===== src/rtl/arm_code_writer.sv =====
// Output-side sink for the JIT state machine: buffers 32-bit ARM instruction words
// and writes them little-endian, one byte per cycle, into the byte-wide code RAM.
module arm_code_writer #(
  parameter int ADDR_W     = 12,
  parameter int FIFO_DEPTH = 4,
  parameter int BASE_ADDR  = 0
) (
  input  logic              clk,
  input  logic              reset,
  input  logic              in_valid,
  input  logic [31:0]       in_word,
  output logic              waiting,
  input  logic              flush,
  output logic              oram_we,
  output logic [ADDR_W-1:0] oram_addr,
  output logic [7:0]        oram_data,
  output logic [ADDR_W-1:0] write_ptr,
  output logic [15:0]       words_emitted,
  output logic              done,
  output logic              overflow
);

  localparam int PTR_W = $clog2(FIFO_DEPTH);
  localparam int CNT_W = $clog2(FIFO_DEPTH + 1);
  localparam logic [CNT_W-1:0] FULL_CNT = CNT_W'(FIFO_DEPTH);
  // One spare pointer bit so a completely filled RAM does not alias back to address 0.
  localparam logic [ADDR_W:0] BASE_PTR  = (ADDR_W+1)'(BASE_ADDR);
  localparam logic [ADDR_W:0] LAST_WORD = (ADDR_W+1)'((1 << ADDR_W) - 4);

  typedef enum logic {
    ST_IDLE,
    ST_WRITE
  } state_t;

  state_t            state_q, state_d;
  logic [1:0]        byte_idx_q, byte_idx_d;
  logic [ADDR_W:0]   ptr_q, ptr_d;
  logic [15:0]       emitted_q, emitted_d;
  logic              overflow_q, overflow_d;
  logic              flush_pending_q, flush_pending_d;
  logic              done_q, done_d;
  logic              oram_we_q, oram_we_d;
  logic [ADDR_W-1:0] oram_addr_q, oram_addr_d;
  logic [7:0]        oram_data_q, oram_data_d;
  logic [31:0]       mem_q [FIFO_DEPTH];
  logic [31:0]       mem_d [FIFO_DEPTH];
  logic [PTR_W-1:0]  rd_q, rd_d;
  logic [PTR_W-1:0]  wr_q, wr_d;
  logic [CNT_W-1:0]  count_q, count_d;

  logic        push;
  logic        pop;
  logic        fits;
  logic [31:0] head;

  function automatic logic [7:0] byte_sel(input logic [31:0] w, input logic [1:0] idx);
    logic [7:0] b;
    case (idx)
      2'd0:    b = w[7:0];
      2'd1:    b = w[15:8];
      2'd2:    b = w[23:16];
      default: b = w[31:24];
    endcase
    return b;
  endfunction

  // Registered state only, so the state machine never sees a loop through in_valid.
  assign waiting = (count_q == FULL_CNT) || overflow_q;

  always_comb begin
    state_d         = state_q;
    byte_idx_d      = byte_idx_q;
    ptr_d           = ptr_q;
    emitted_d       = emitted_q;
    overflow_d      = overflow_q;
    oram_we_d       = 1'b0;
    oram_addr_d     = oram_addr_q;
    oram_data_d     = oram_data_q;
    mem_d           = mem_q;
    rd_d            = rd_q;
    wr_d            = wr_q;
    pop             = 1'b0;
    push            = in_valid && !waiting;
    head            = mem_q[rd_q];
    fits            = (ptr_q <= LAST_WORD);

    unique case (state_q)
      ST_IDLE: begin
        if (count_q != '0) begin
          if (fits && !overflow_q) begin
            state_d     = ST_WRITE;
            byte_idx_d  = 2'd0;
            oram_we_d   = 1'b1;
            oram_addr_d = {ptr_q[ADDR_W-1:2], 2'd0};
            oram_data_d = byte_sel(head, 2'd0);
          end else begin
            overflow_d = 1'b1;
            pop        = 1'b1;
          end
        end
      end
      ST_WRITE: begin
        // Outputs are registered, so the head word is retired on the edge that launches byte 3.
        if (byte_idx_q != 2'd3) begin
          byte_idx_d  = byte_idx_q + 2'd1;
          oram_we_d   = 1'b1;
          oram_addr_d = {ptr_q[ADDR_W-1:2], byte_idx_d};
          oram_data_d = byte_sel(head, byte_idx_d);
          if (byte_idx_q == 2'd2) begin
            pop       = 1'b1;
            ptr_d     = ptr_q + (ADDR_W+1)'(4);
            emitted_d = emitted_q + 16'd1;
          end
        end else if ((count_q != '0) && fits && !overflow_q) begin
          byte_idx_d  = 2'd0;
          oram_we_d   = 1'b1;
          oram_addr_d = {ptr_q[ADDR_W-1:2], 2'd0};
          oram_data_d = byte_sel(head, 2'd0);
        end else begin
          state_d = ST_IDLE;
        end
      end
      default: state_d = ST_IDLE;
    endcase

    if (push) begin
      mem_d[wr_q] = in_word;
      wr_d        = wr_q + PTR_W'(1);
    end
    if (pop) begin
      rd_d = rd_q + PTR_W'(1);
    end
    count_d = count_q + CNT_W'(push) - CNT_W'(pop);

    flush_pending_d = flush_pending_q || flush;
    done_d          = flush_pending_d && (count_d == '0) && (state_d == ST_IDLE);
    if (done_d) begin
      flush_pending_d = 1'b0;
    end
  end

  always_ff @(posedge clk or negedge reset) begin
    if (!reset) begin
      state_q         <= ST_IDLE;
      byte_idx_q      <= 2'd0;
      ptr_q           <= BASE_PTR;
      emitted_q       <= 16'd0;
      overflow_q      <= 1'b0;
      flush_pending_q <= 1'b0;
      done_q          <= 1'b0;
      oram_we_q       <= 1'b0;
      oram_addr_q     <= '0;
      oram_data_q     <= 8'd0;
      mem_q           <= '{default: '0};
      rd_q            <= '0;
      wr_q            <= '0;
      count_q         <= '0;
    end else begin
      state_q         <= state_d;
      byte_idx_q      <= byte_idx_d;
      ptr_q           <= ptr_d;
      emitted_q       <= emitted_d;
      overflow_q      <= overflow_d;
      flush_pending_q <= flush_pending_d;
      done_q          <= done_d;
      oram_we_q       <= oram_we_d;
      oram_addr_q     <= oram_addr_d;
      oram_data_q     <= oram_data_d;
      mem_q           <= mem_d;
      rd_q            <= rd_d;
      wr_q            <= wr_d;
      count_q         <= count_d;
    end
  end

  assign oram_we       = oram_we_q;
  assign oram_addr     = oram_addr_q;
  assign oram_data     = oram_data_q;
  assign write_ptr     = ptr_q[ADDR_W-1:0];
  assign words_emitted = emitted_q;
  assign done          = done_q;
  assign overflow      = overflow_q;

endmodule


===== config.mk =====
export PLATFORM = sky130hd
export DESIGN_NAME = arm_code_writer
export DESIGN_NICKNAME = d
export VERILOG_FILES = /design/src/rtl/arm_code_writer.sv
export SDC_FILE = /design/constraint.sdc
export NUM_CORES = 1
export LEC_CHECK = 0
export CAP_MARGIN = 20
export CORE_ASPECT_RATIO = 1.2
export CORE_MARGIN = 10
export CORE_UTILIZATION = 52
export DETAILED_ROUTE_END_ITERATION = 6
export PLACE_DENSITY_LB_ADDON = 0.1
export SETUP_SLACK_MARGIN = 0.02
export SLEW_MARGIN = 25
export SYNTH_ARGS = -nofsm -noshare
export SYNTH_HDL_FRONTEND = slang
export SYNTH_SLANG_ARGS = --single-unit

===== constraint.sdc =====
create_clock -name clk -period 2.8 [get_ports clk]
set_input_delay 0.56 -clock clk [delete_from_list [all_inputs] [get_ports clk]]
set_output_delay 0.56 -clock clk [all_outputs]
set_load 0.05 [all_outputs]

======== Word-level counts from Yosys, hierarchy flattened ========
Index checks and enable logic that the tools add are counted.
storage, ports and cells
  register bits after elaboration ......... 190
  word-level logic and storage cells ...... 90
cells by class
  add/sub/neg operators ................... 7
  order comparisons ....................... 4
  eq/ne operators ......................... 8
  mux-type cells .......................... 33
  bitwise operators ....................... 5
  reduce and logical (&&, ||, !) cells .... 17
operator list
  cell                   count
  $bwmux 128             1
  $mux 32                3
  $bmux 32 s2            1
  $demux 32 s2           1
  $mux 12                4
  $mux 8                 4
  $pmux 12 s2            1
  $pmux 8 s3             1
  $add 16x1->16 const B  1
  $pmux 8 s2             1
  $add 13x3->13 const B  1
  $le 13x12->1 const B   1
  $mux 1                 9
  $reduce_and 3->1       3
  $mux 2                 4
  $logic_and 1x1->1      7
  $add 2x1->2 const B    3
  $ge 3x3->1 const B     2
  $ne 2x2->1 const B     3
  $not 2->3              2
  $eq 2x2->1 const B     2
  $pmux 1 s2             2
  $pmux 2 s2             1
  $add 3x1->3            1
  11 further kinds       15

======== Depth between registers and ports, before layout ========
Gate-level depths: netlist of the first run.
  word-level depth ........................ 10
  gate-level depth with buffers ........... 15
  gate-level depth less buffers ........... 14

======== Least setup slack after synthesis of the first run ========
OpenSTA, ideal clock, no wires.
  path kind ............................... register -> register
  start ................................... register ptr_q[2]
  end ..................................... register done_q (netlist: done)
  data arrival time ....................... 2.785 ns
  setup slack ............................. -0.086 ns
  cell stages (with the launch flop) ...... 15
  path buffers ............................ 1
  clock period less this slack ............ 2.886 ns
  cell sequence ........................... dfrtp_1 ha_1 nand4b_1 nor3_1 clkbuf_1 o31ai_1 nand2_1 ha_1 inv_1 ha_1 inv_1 fa_1 xnor2_1 xnor2_1 nor4_1
on the way
  word-level cells in the longest chain between the ends .. 9
  elaborated cells on any way between the ends .. 17
ends and longest elaborated chain
  item                             RTL line  source
  start, declared                  37        logic [ADDR_W:0] ptr_q, ptr_d;
  start signal, assigned           161       ptr_q <= ptr_d;
  $le 13x12->1                     85        fits = (ptr_q <= LAST_WORD);
  $logic_and 1x1->1                90        if (fits && !overflow_q) begin
  $mux 1                           90
  $mux 1                           89        if (count_q != '0) begin
  $pmux 1 s2                       87        unique case (state_q)
  $sub 3x1->3                      133       count_d = count_q + CNT_W'(push) - CNT_W'(pop);
  via count_d[2]                   49        logic [CNT_W-1:0] count_q, count_d;
  $logic_not 3->1                  136       done_d = flush_pending_d && (count_d == '0) && (state_d == ST_IDLE);
  $logic_and 1x1->1 (2 in series)  136
  via done_d                       41        logic done_q, done_d;
  end signal, assigned             165       done_q <= done_d;
  end, declared                    41
The timed path passes the listed nets, and every way through them passes these cells.
A chain may end at the register's enable or synchronous reset.

======== Worst setup path after layout of the first run ========
  start ................................... register ptr_q[3]
  end ..................................... register done_q (netlist: done)
on the way
  word-level cells in the longest chain between the ends .. 9
  elaborated cells on any way between the ends .. 17
ends and longest elaborated chain
  item                 RTL line
  $le 13x12->1 *       85
  $logic_and 1x1->1    90
  $mux 1               90
  $mux 1               89
  $pmux 1 s2           87
  $sub 3x1->3          133
  $logic_not 3->1      136
  $logic_and 1x1->1    136
  $logic_and 1x1->1 *  136
  via done_d           41
Mark *: on every way through the listed nets, which the timed path passes. The rest lies on a longest branch.

==> results of run 1 <==
Yosys cell counts (2+ instances only):
library cell	number	share of area
nand3_1	17	0.0092
nand2_4	4	0.0049
mux2_2	30	0.037
ha_1	13	0.018
mux2_4	130	0.21
nand2b_1	6	0.0041
o21ai_0	3	0.0016
mux4_2	16	0.039
nand4_1	5	0.0034
o221ai_1	6	0.0057
and3_1	5	0.0034
and4_1	2	0.0019
o31ai_1	9	0.0073
mux2i_1	12	0.013
nor2_1	9	0.0037
dfrtp_1	186	0.50
buf_6	16	0.019
a221oi_1	7	0.0066
buf_2	5	0.0027
inv_1	14	0.0057
nand2_1	21	0.0085
buf_4	15	0.012
o211ai_1	9	0.0073
a21oi_1	2	0.0011
o221a_2	7	0.0085
and2_1	2	0.0014
nor2b_1	2	0.0014
nor4_1	2	0.0014
xnor2_1	22	0.021
a22oi_1	7	0.0057
xor2_1	7	0.0066
nor3_1	6	0.0032
clkbuf_1	12	0.0049
cells in the final DEF, fill, tap and decap left out, types with 5 or more instances in the layout:
master and count:
a221oi_1 7, clkbuf_16 17, clkdlybuf4s50_1 84, a22oi_1 7, inv_1 13, nand3_1 17, and3_1 5, ha_1 11
o211ai_1 9, o221a_2 7, mux4_2 16, nand2b_1 6, mux2i_1 12, buf_4 31, nand2_1 21, o221ai_1 6
xor2_1 7, nand4_1 5, dfrtp_1 185, nor3_1 5, nor2_1 9, mux2_4 130, o31ai_1 8, xnor2_1 20
mux2_2 30
kinds of logic (layout without fill, tap and decap cells):
logic type               Yosys count  in the layout
multiplexers                     188            188
buffers and inverters             62            165
other                              1              2
adder cells (fa/ha/maj)           14             14
flip-flops                       186            186
AO/OA/AOI/OAI                     59             59
AND/OR/NAND/NOR                   87             87
XOR/XNOR                          29             29
repair_timing:
item                       in CTS  in global routing
setup buffers                   0                  2
hold endpoints to repair        0                  0
gates resized for setup         0                  7
setup endpoints to repair       0                  2
metal layers:
layer	wire, µm	track usage
met1	8851	0.2355
met2	10210	0.2870
met3	1111	0.03347
met4	457	0.06854
met5	0	0
flip-flops by register name (all words and copies together) (netlist names):
signal	count
count_q	3
done	1
oram_we	1
rd_q	2
byte_idx_q	1
oram_data	8
wr_q	2
oram_addr	11
flush_pending_q	1
ptr_q	11
mem_q	128
words_emitted	16
overflow	1
metrics by stage:
step | area (µm²) | cells | total power (µW)
after floorplan | 9264 | 627 | 9456
after global placement | 10320 | 917 | 11020
after detailed placement | 10320 | 917 | 11220
after CTS | 10930 | 948 | 13770
after global routing | 10970 | 950 | 14460
final | 10970 | 950 | 13730
how the worst max path moves through the flow:
| stage | endpoint | cells after the start | slack (ps) | startpoint |
|---|---|---|---|---|
| floorplan | done$_DFF_PN0_ | 10 | 40 | overflow$_DFFE_PN0P_ |
| global placement | done$_DFF_PN0_ | 12 | -90 | in_valid |
| detailed placement | done$_DFF_PN0_ | 12 | -210 | in_valid |
| CTS | done$_DFF_PN0_ | 13 | 20 | ptr_q[3]$_DFFE_PN0P_ |
| global route | flush_pending_q$_DFF_PN0_ | 14 | -80 | ptr_q[3]$_DFFE_PN0P_ |
| finish | done$_DFF_PN0_ | 12 | 50 | ptr_q[3]$_DFFE_PN0P_ |
where the power goes:
group	total, µW	internal (µW)	switching, µW
clock	2500	1440	1060
sequential	4650	3900	746
combinational	6590	3500	3090
critical path, cell delays in order (launching register included):
cell and delay (ps):
dfrtp_1 400, ha_2 190, nand4b_1 190, nor3_2 260, o31ai_2 100, nand2_1 70, ha_1 220, inv_1 70
ha_2 170, inv_2 40, fa_2 530, nand2b_1 80, nor4_1 320
layout make-up:
cell class                      count  area (µm²)
Clock inverter                     12       161.4
Multi-Input combinational cell    379        4218
Fill cell                        1310        6536
Inverter                           14       52.55
Sequential cell                   186        4656
Tap cell                          220       275.3
Timing Repair Buffer              120        1165
Clock buffer                       19       442.9
==> results.ini, run 1 <==
[synth]
synth_seq_area_share=0.5031
synth_area_um2=9251
ys.flop_type=dfrtp_1
ys_seq_elements=186
synth.distinct_cells=50
synthCells=626
synth_top_family_by_area=multiplexers
yosys.area_share.simple=0.05166
yosys_warnings=0
syn_avg_cell_area_um2=14.78
synth_compound_area_frac=0.05329
synthMuxAreaShare=0.2994
synth_fa_ha_area_frac=0.01975
synth_edf_count=0
synthArstFlopShare=1.000
synth-xor-area-share=0.02745

[drt]
ant_nets=0
viasPerCell=5.702
vias=5417
wl_um=20630
wl_per_cell_um=21.71
drcViolationCount=0
firstDrtPassIters=5
drtIter0Drc=318

[sta]
setup_viol=0
fin_ws_ps=49.65
layout_min_cycle_time_ps=2750
max_freq_mhz=363.6
rsz0062_at_grt=yes
hold_viol=0
setup_tns_ps=0
whs_ps=60.11
worst_slew_pin_slew_ps=574.4
period_share=0.9823
fin_skew_ps=10.58
slew_viol_final=0
relSlewSlack=0.6158

[setup_path]
end_kind=flip-flop
crit_type=flip-flop to flip-flop
crit_fanout=2
cp-start-kind=flip-flop
timing.rr.start=ptr_q[3]$_DFFE_PN0P_
reg2reg_slack_ps=50
worstPathRequired_ps=3120
rr_endpoint=done$_DFF_PN0_
rr_worst_depth=12
cp_data_arrival_time_ps=3070

[grt]
grt_pass1_wl_um=33410
antenna_found_initial=0
grt_pass1_vias=5882
grt-ovfl-total=0
grt_max_degree=57
track_usage=0.1794

[pwr]
p_leak_uw=0.005142
irDropWorstVdd_uv=556.5
power_density_nw_per_um2=1252

[clock_tree]
cts_htree_levels=4
cts.sinks=186
cts_hold_buffers=0
cts_tree=built
cts-buffers-inserted=17
cts.clk_slew.worst_paths_ps=70
cts-root-buf=clkbuf_16
clkLatencyLatePin_ps=440
cts_buffer_depth=2

[die]
die_h_um=166.1
core-area_um2=17510
initial_core_util=0.5284
io_pins=88
die_x_um=141.8
rows=53
die_area_um2=23550

[placed_design]
io_buffers=85
dp_hpwl_um=14390
dp_slack_ps=-214.5
gp_congestion=0.7945

[final_layout]
drive_gt1_frac=0.3630
postLayoutCoreUtil=0.6266
antennaDiodeCount=0
nets=768
area_delta_synth_final_pct=18.58

[job]
maxCapViolCount=0

[outcome]
status=finished, final reports clean

[worst_hold_path]
hp-class=input pin to asynchronous set/reset pin

Power figures use the tool's default switching activity.
==> run 2: changes to the inputs <==
CORE_UTILIZATION = 58   (was 52)
clock period = 2.9 ns   (was 2.8 ns; I/O delays follow)
==> results.ini, run 2 (synthesized netlist as in run 1, its figures left out) <==
[sta]
relSlewSlack=0.4800  ; -0.1359
rsz0062_at_grt=no
period_share=0.9265  ; -0.05574
worst_slew_pin_slew_ps=780.0  ; +205.6 ps
hold_viol=0  ; unchanged
whs_ps=152.0  ; +91.93 ps
fin_skew_ps=17.82  ; +7.240 ps
layout_min_cycle_time_ps=2687  ; -63.42 ps
slew_viol_final=0  ; unchanged
setup_tns_ps=0  ; unchanged
setup_viol=0  ; unchanged
max_freq_mhz=372.2  ; +2.4%

[drt]
firstDrtPassIters=5  ; unchanged
ant_nets=0  ; unchanged
vias=5402  ; -0.28%
wl_um=20660  ; +0.18%
viasPerCell=5.853  ; +2.6%
drcViolationCount=0  ; unchanged
drtIter0Drc=314  ; -1.3%
wl_per_cell_um=22.39  ; +3.1%

[worst_hold_path]
hp-class=input pin to asynchronous set/reset pin

[pwr]
p_leak_uw=0.005088  ; -1.0%
finalPower_uw=13190  ; -3.9%
irDropWorstVdd_uv=607.0  ; +9.1%
power_density_nw_per_um2=1212  ; -3.2%

[grt]
track_usage=0.2000  ; +0.02059
antenna_found_initial=0  ; unchanged
grt_pass1_wl_um=33590  ; +0.54%
grt_max_degree=67  ; +18%
grt-ovfl-total=0  ; unchanged
grt_pass1_vias=5939  ; +0.97%

[setup_path]
cp-start-kind=flip-flop
reg2reg_slack_ps=210  ; +160 ps
rr_endpoint=flush_pending_q$_DFF_PN0_
crit_type=flip-flop to flip-flop
worstPathRequired_ps=3250  ; +130 ps
end_kind=flip-flop
crit_fanout=3  ; +1
timing.rr.start=ptr_q[2]$_DFFE_PN0P_
cp_data_arrival_time_ps=3040  ; -30 ps
rr_worst_depth=14  ; +2

[placed_design]
io_buffers=85  ; unchanged
gp_congestion=0.8092  ; +1.9%
placedCellCount=892  ; -2.7%
dp_hpwl_um=14050  ; -2.3%

[final_layout]
area_delta_synth_final_pct=17.64
drive_gt1_frac=0.3399  ; -0.02315
largest-register=mem_q
final_cell_mix=dfrtp_1 (185), mux2_4 (130), clkdlybuf4s50_1 (84), mux2_2 (30), xnor2_1 (22)
antennaDiodeCount=0  ; unchanged
largest_reg_flops=128  ; unchanged
instances_no_fill=923  ; -2.8%
nets=753  ; -2.0%
mostFrequentLayoutCell=dfrtp_1

[outcome]
status=finished, final reports clean

[die]
initial_core_util=0.5915  ; +0.06308
rows=50  ; -5.7%
die_area_um2=21420  ; -9.0%
die_x_um=135.3  ; -4.6%
core-area_um2=15640  ; -11%
io_pins=88  ; unchanged
die_h_um=158.4  ; -4.7%

[clock_tree]
cts.sinks=186  ; unchanged
cts_tree=built
cts-buffers-inserted=17  ; unchanged
post_cts.repair.setup_buffers=0  ; unchanged
cts.clk_slew.worst_paths_ps=60  ; about the same
cts_htree_levels=4  ; unchanged
clkLatencyLatePin_ps=440  ; about the same
cts-root-buf=clkbuf_16
cts_buffer_depth=2  ; unchanged

[job]
maxCapViolCount=0  ; unchanged

## run 2: cell types whose count changed in the layout (fill, tap and decap cells not counted), sizes merged
| cell | delta |
|---|---|
| buf | -15 |
| bufinv | +1 |
| clkbuf | +1 |
| clkinv | +1 |
| inv | -3 |
## run 2: per-stage QoR
stage	setup slack (ps)	util	instance area, µm²
after floorplan	100.0	-	9256
after global placement	5.086	0.6558	10260
final	213.1	0.6958	10880
after global routing	25.94	0.6958	10880
after detailed placement	-105.0	0.6558	10260
after CTS	151.7	0.6952	10870
## run 2: power breakdown
group	switching (µW)	internal [µW]
logic	2910	3280
registers	779	3760
clock network	991	1460
total	4680	8510
## run 2: layer usage
layer / track usage / part of all wire / wire length [µm]
met5: 0 / 0 / 0
met2: 0.3122 / 0.49 / 10040
met1: 0.2641 / 0.44 / 8997
met4: 0.07649 / 0.024 / 499
met3: 0.04887 / 0.054 / 1122
## run 2: final cells by class
cell class,count,area (µm²)
Fill cell,1059,4757
Sequential cell,186,4656
Multi-Input combinational cell,379,4195
Timing Repair Buffer,105,1102
Clock buffer,20,446.7
Tap cell,208,260.3
Clock inverter,11,170.2
Inverter,14,52.55
## run 2: worst max-delay path by stage
stage | start | endpoint | slack, ps
finish | ptr_q[2]$_DFFE_PN0P_ | flush_pending_q$_DFF_PN0_ | 210
detailed placement | in_valid | flush_pending_q$_DFF_PN0_ | -100
global route | byte_idx_q[0]$_DFFE_PN0P_ | done$_DFF_PN0_ | 30
global placement | in_valid | done$_DFF_PN0_ | 5
CTS | ptr_q[2]$_DFFE_PN0P_ | done$_DFF_PN0_ | 150
floorplan | ptr_q[2]$_DFFE_PN0P_ | done$_DFF_PN0_ | 100
## run 2: critical path, stage by stage (launching register included)
cell      delay [ps]
dfrtp_1          380
ha_1             220
nand4b_1         190
nor3_2           200
o31ai_2          100
nand2_1           80
ha_1             230
inv_1             60
ha_1             130
inv_1             50
fa_1             370
xnor2_1          150
xnor2_1          240
nor2_1            80
a21oi_1          150
## run 2: what timing repair did
action	in CTS	in global routing
endpoints found under the setup margin	0	2
resized for setup	0	2
hold buffers	0	0
==> run 3: changes to the inputs <==
CORE_ASPECT_RATIO = 1.1   (was 1.2)
==> results.ini, run 3 (synthesized netlist as in run 1, its figures left out) <==
[final_layout]
area_delta_synth_final_pct=18.29
final_cell_area_um2=10940  ; +0.55%
mostFrequentLayoutCell=dfrtp_1
largest-register=mem_q
antennaDiodeCount=0  ; unchanged
fillCellCount=1052  ; -0.66%
nets=766  ; +1.7%
drive_gt1_frac=0.3508  ; +0.01090
ff_latch_area_um2=4656  ; unchanged
multi_input_comb_area_um2=4200  ; +0.12%
final_cell_mix=dfrtp_1 (185), mux2_4 (130), clkdlybuf4s50_1 (84), mux2_2 (30), buf_4 (27)
largest_reg_flops=128  ; unchanged

[sta]
slew_viol_final=0  ; unchanged
worst_slew_pin_slew_ps=712.8  ; -67.28 ps
period_share=0.9613  ; +0.03474
layout_min_cycle_time_ps=2788  ; +100.8 ps
rsz0062_at_grt=yes
fin_ws_ps=112.3  ; -100.8 ps
hold_viol=0  ; unchanged
relSlewSlack=0.5204  ; +0.04047
setup_viol=0  ; unchanged
fin_skew_ps=6.802  ; -11.02 ps
max_freq_mhz=358.7  ; -3.6%
whs_ps=152.0  ; -0.07900 ps

[pwr]
finalPower_uw=13250  ; +0.45%
p_leak_uw=0.005138  ; +0.97%
power_density_nw_per_um2=1211  ; -0.11%
irDropWorstVdd_uv=588.2  ; -3.1%

[grt]
grtUsageMet3=0.06141  ; +0.01254
grt_pass1_vias=5940  ; +0.017%
grt_max_degree=75  ; +12%
grt-ovfl-total=0  ; unchanged
antenna_found_initial=0  ; unchanged
use_met2=0.3069  ; -0.005355
grt_pass1_wl_um=33820  ; +0.68%
busiest_layer=met2
use_met1=0.2531  ; -0.01097
track_usage=0.1962  ; -0.003741

[die]
rows=48  ; -4.0%
die_h_um=152.5  ; -3.7%
io_pins=88  ; unchanged
die_area_um2=21410  ; about the same
initial_core_util=0.5902  ; -0.001322
core-area_um2=15680  ; +0.22%
die_x_um=140.4  ; +3.8%

[drt]
viasPerCell=5.886  ; +0.56%
ant_nets=0  ; unchanged
drcViolationCount=0  ; unchanged
wl_per_cell_um=21.94  ; -2.0%
wl_um=20340  ; -1.6%
vias=5456  ; +1.0%
drtIter0Drc=264  ; -16%
firstDrtPassIters=4  ; -1

[placed_design]
gp_congestion=0.8272  ; +2.2%
placed_area_um2=10280  ; +0.24%
dp_hpwl_um=14010  ; -0.31%
io_buffers=85  ; unchanged
dp_slack_ps=-76.28  ; +28.68 ps

[clock_tree]
cts_buffer_depth=2  ; unchanged
clkLatencyLatePin_ps=430  ; about the same
cts.sinks=186  ; unchanged
cts.clk_slew.worst_paths_ps=60  ; about the same
cts_tree=built
cts-root-buf=clkbuf_16
cts_htree_levels=4  ; unchanged
cts-buffers-inserted=17  ; unchanged

[job]
maxCapViolCount=0  ; unchanged

[setup_path]
end_kind=flip-flop
rr_endpoint=flush_pending_q$_DFF_PN0_
crit_fanout=3  ; unchanged
cp-start-kind=flip-flop
crit_type=flip-flop to flip-flop
reg2reg_slack_ps=110  ; -100 ps
timing.rr.start=ptr_q[3]$_DFFE_PN0P_
rr_worst_depth=14  ; unchanged
cp_data_arrival_time_ps=3150  ; +110 ps
worstPathRequired_ps=3260  ; about the same

[outcome]
status=finished, final reports clean

[worst_hold_path]
hp-class=input pin to asynchronous set/reset pin

[run 3: changes by cell type in the layout (fill, tap and decap cells not counted), sizes merged]
cell      delta
clkbuf       +3
inv          -1
clkinv       -1
buf         +13
clkinvlp     -2
[run 3: layout make-up]
class                           count  area share
Clock buffer                       23     0.04276
Sequential cell                   186      0.4255
Timing Repair Buffer              118      0.1074
Clock inverter                      7     0.01292
Inverter                           14    0.004802
Tap cell                          200     0.02287
Multi-Input combinational cell    379      0.3838
[run 3: worst max-delay path by stage]
| stage | from | end | cells past startpoint |
|---|---|---|---|
| floorplan | ptr_q[2]$_DFFE_PN0P_ | done$_DFF_PN0_ | 14 |
| global placement | in_valid | done$_DFF_PN0_ | 12 |
| detailed placement | in_valid | done$_DFF_PN0_ | 12 |
| CTS | ptr_q[3]$_DFFE_PN0P_ | done$_DFF_PN0_ | 13 |
| global route | ptr_q[3]$_DFFE_PN0P_ | done$_DFF_PN0_ | 12 |
| finish | ptr_q[3]$_DFFE_PN0P_ | flush_pending_q$_DFF_PN0_ | 14 |
[run 3: where the power goes]
part | total (µW) | switching, µW | internal (µW) | leakage, µW
clock network | 2440 | 958 | 1480 | 0.000293
logic | 6230 | 2860 | 3370 | 0.00259
registers | 4590 | 823 | 3770 | 0.00226
total | 13300 | 4640 | 8610 | 0.00514
[run 3: critical path: stages, from the launching register on]
cell      delay [ps]
dfrtp_1          390
ha_2             200
nand4b_1         210
nor3_2           310
o31ai_2          130
nand2_1           90
ha_1             230
inv_1             60
ha_1             130
inv_1             50
fa_2             330
xnor2_1          140
xnor2_1          260
nor2_1            70
a21oi_1          120
[run 3: metrics by stage]
step | setup TNS (ps) | util | instances
after floorplan | 0 | - | 627
after global placement | -13.34 | 0.6559 | 892
after detailed placement | -141.6 | 0.6559 | 892
after CTS | 0 | 0.6951 | 922
after global routing | -76.25 | 0.6981 | 927
final | 0 | 0.6981 | 927
[run 3: metal layers]
layer	up-vias	part of all wire
met4	0	0.018
met5	-	0
met2	152	0.48
met1	2833	0.44
met3	26	0.057
li1	2445	-
[run 3: timing repair]
action / in CTS / in global routing
endpoints found under the setup margin: 2 / 2
resized for setup: 1 / 3
buffers inserted: 0 / 5
hold buffers: 0 / 0
pin swaps: 0 / 8
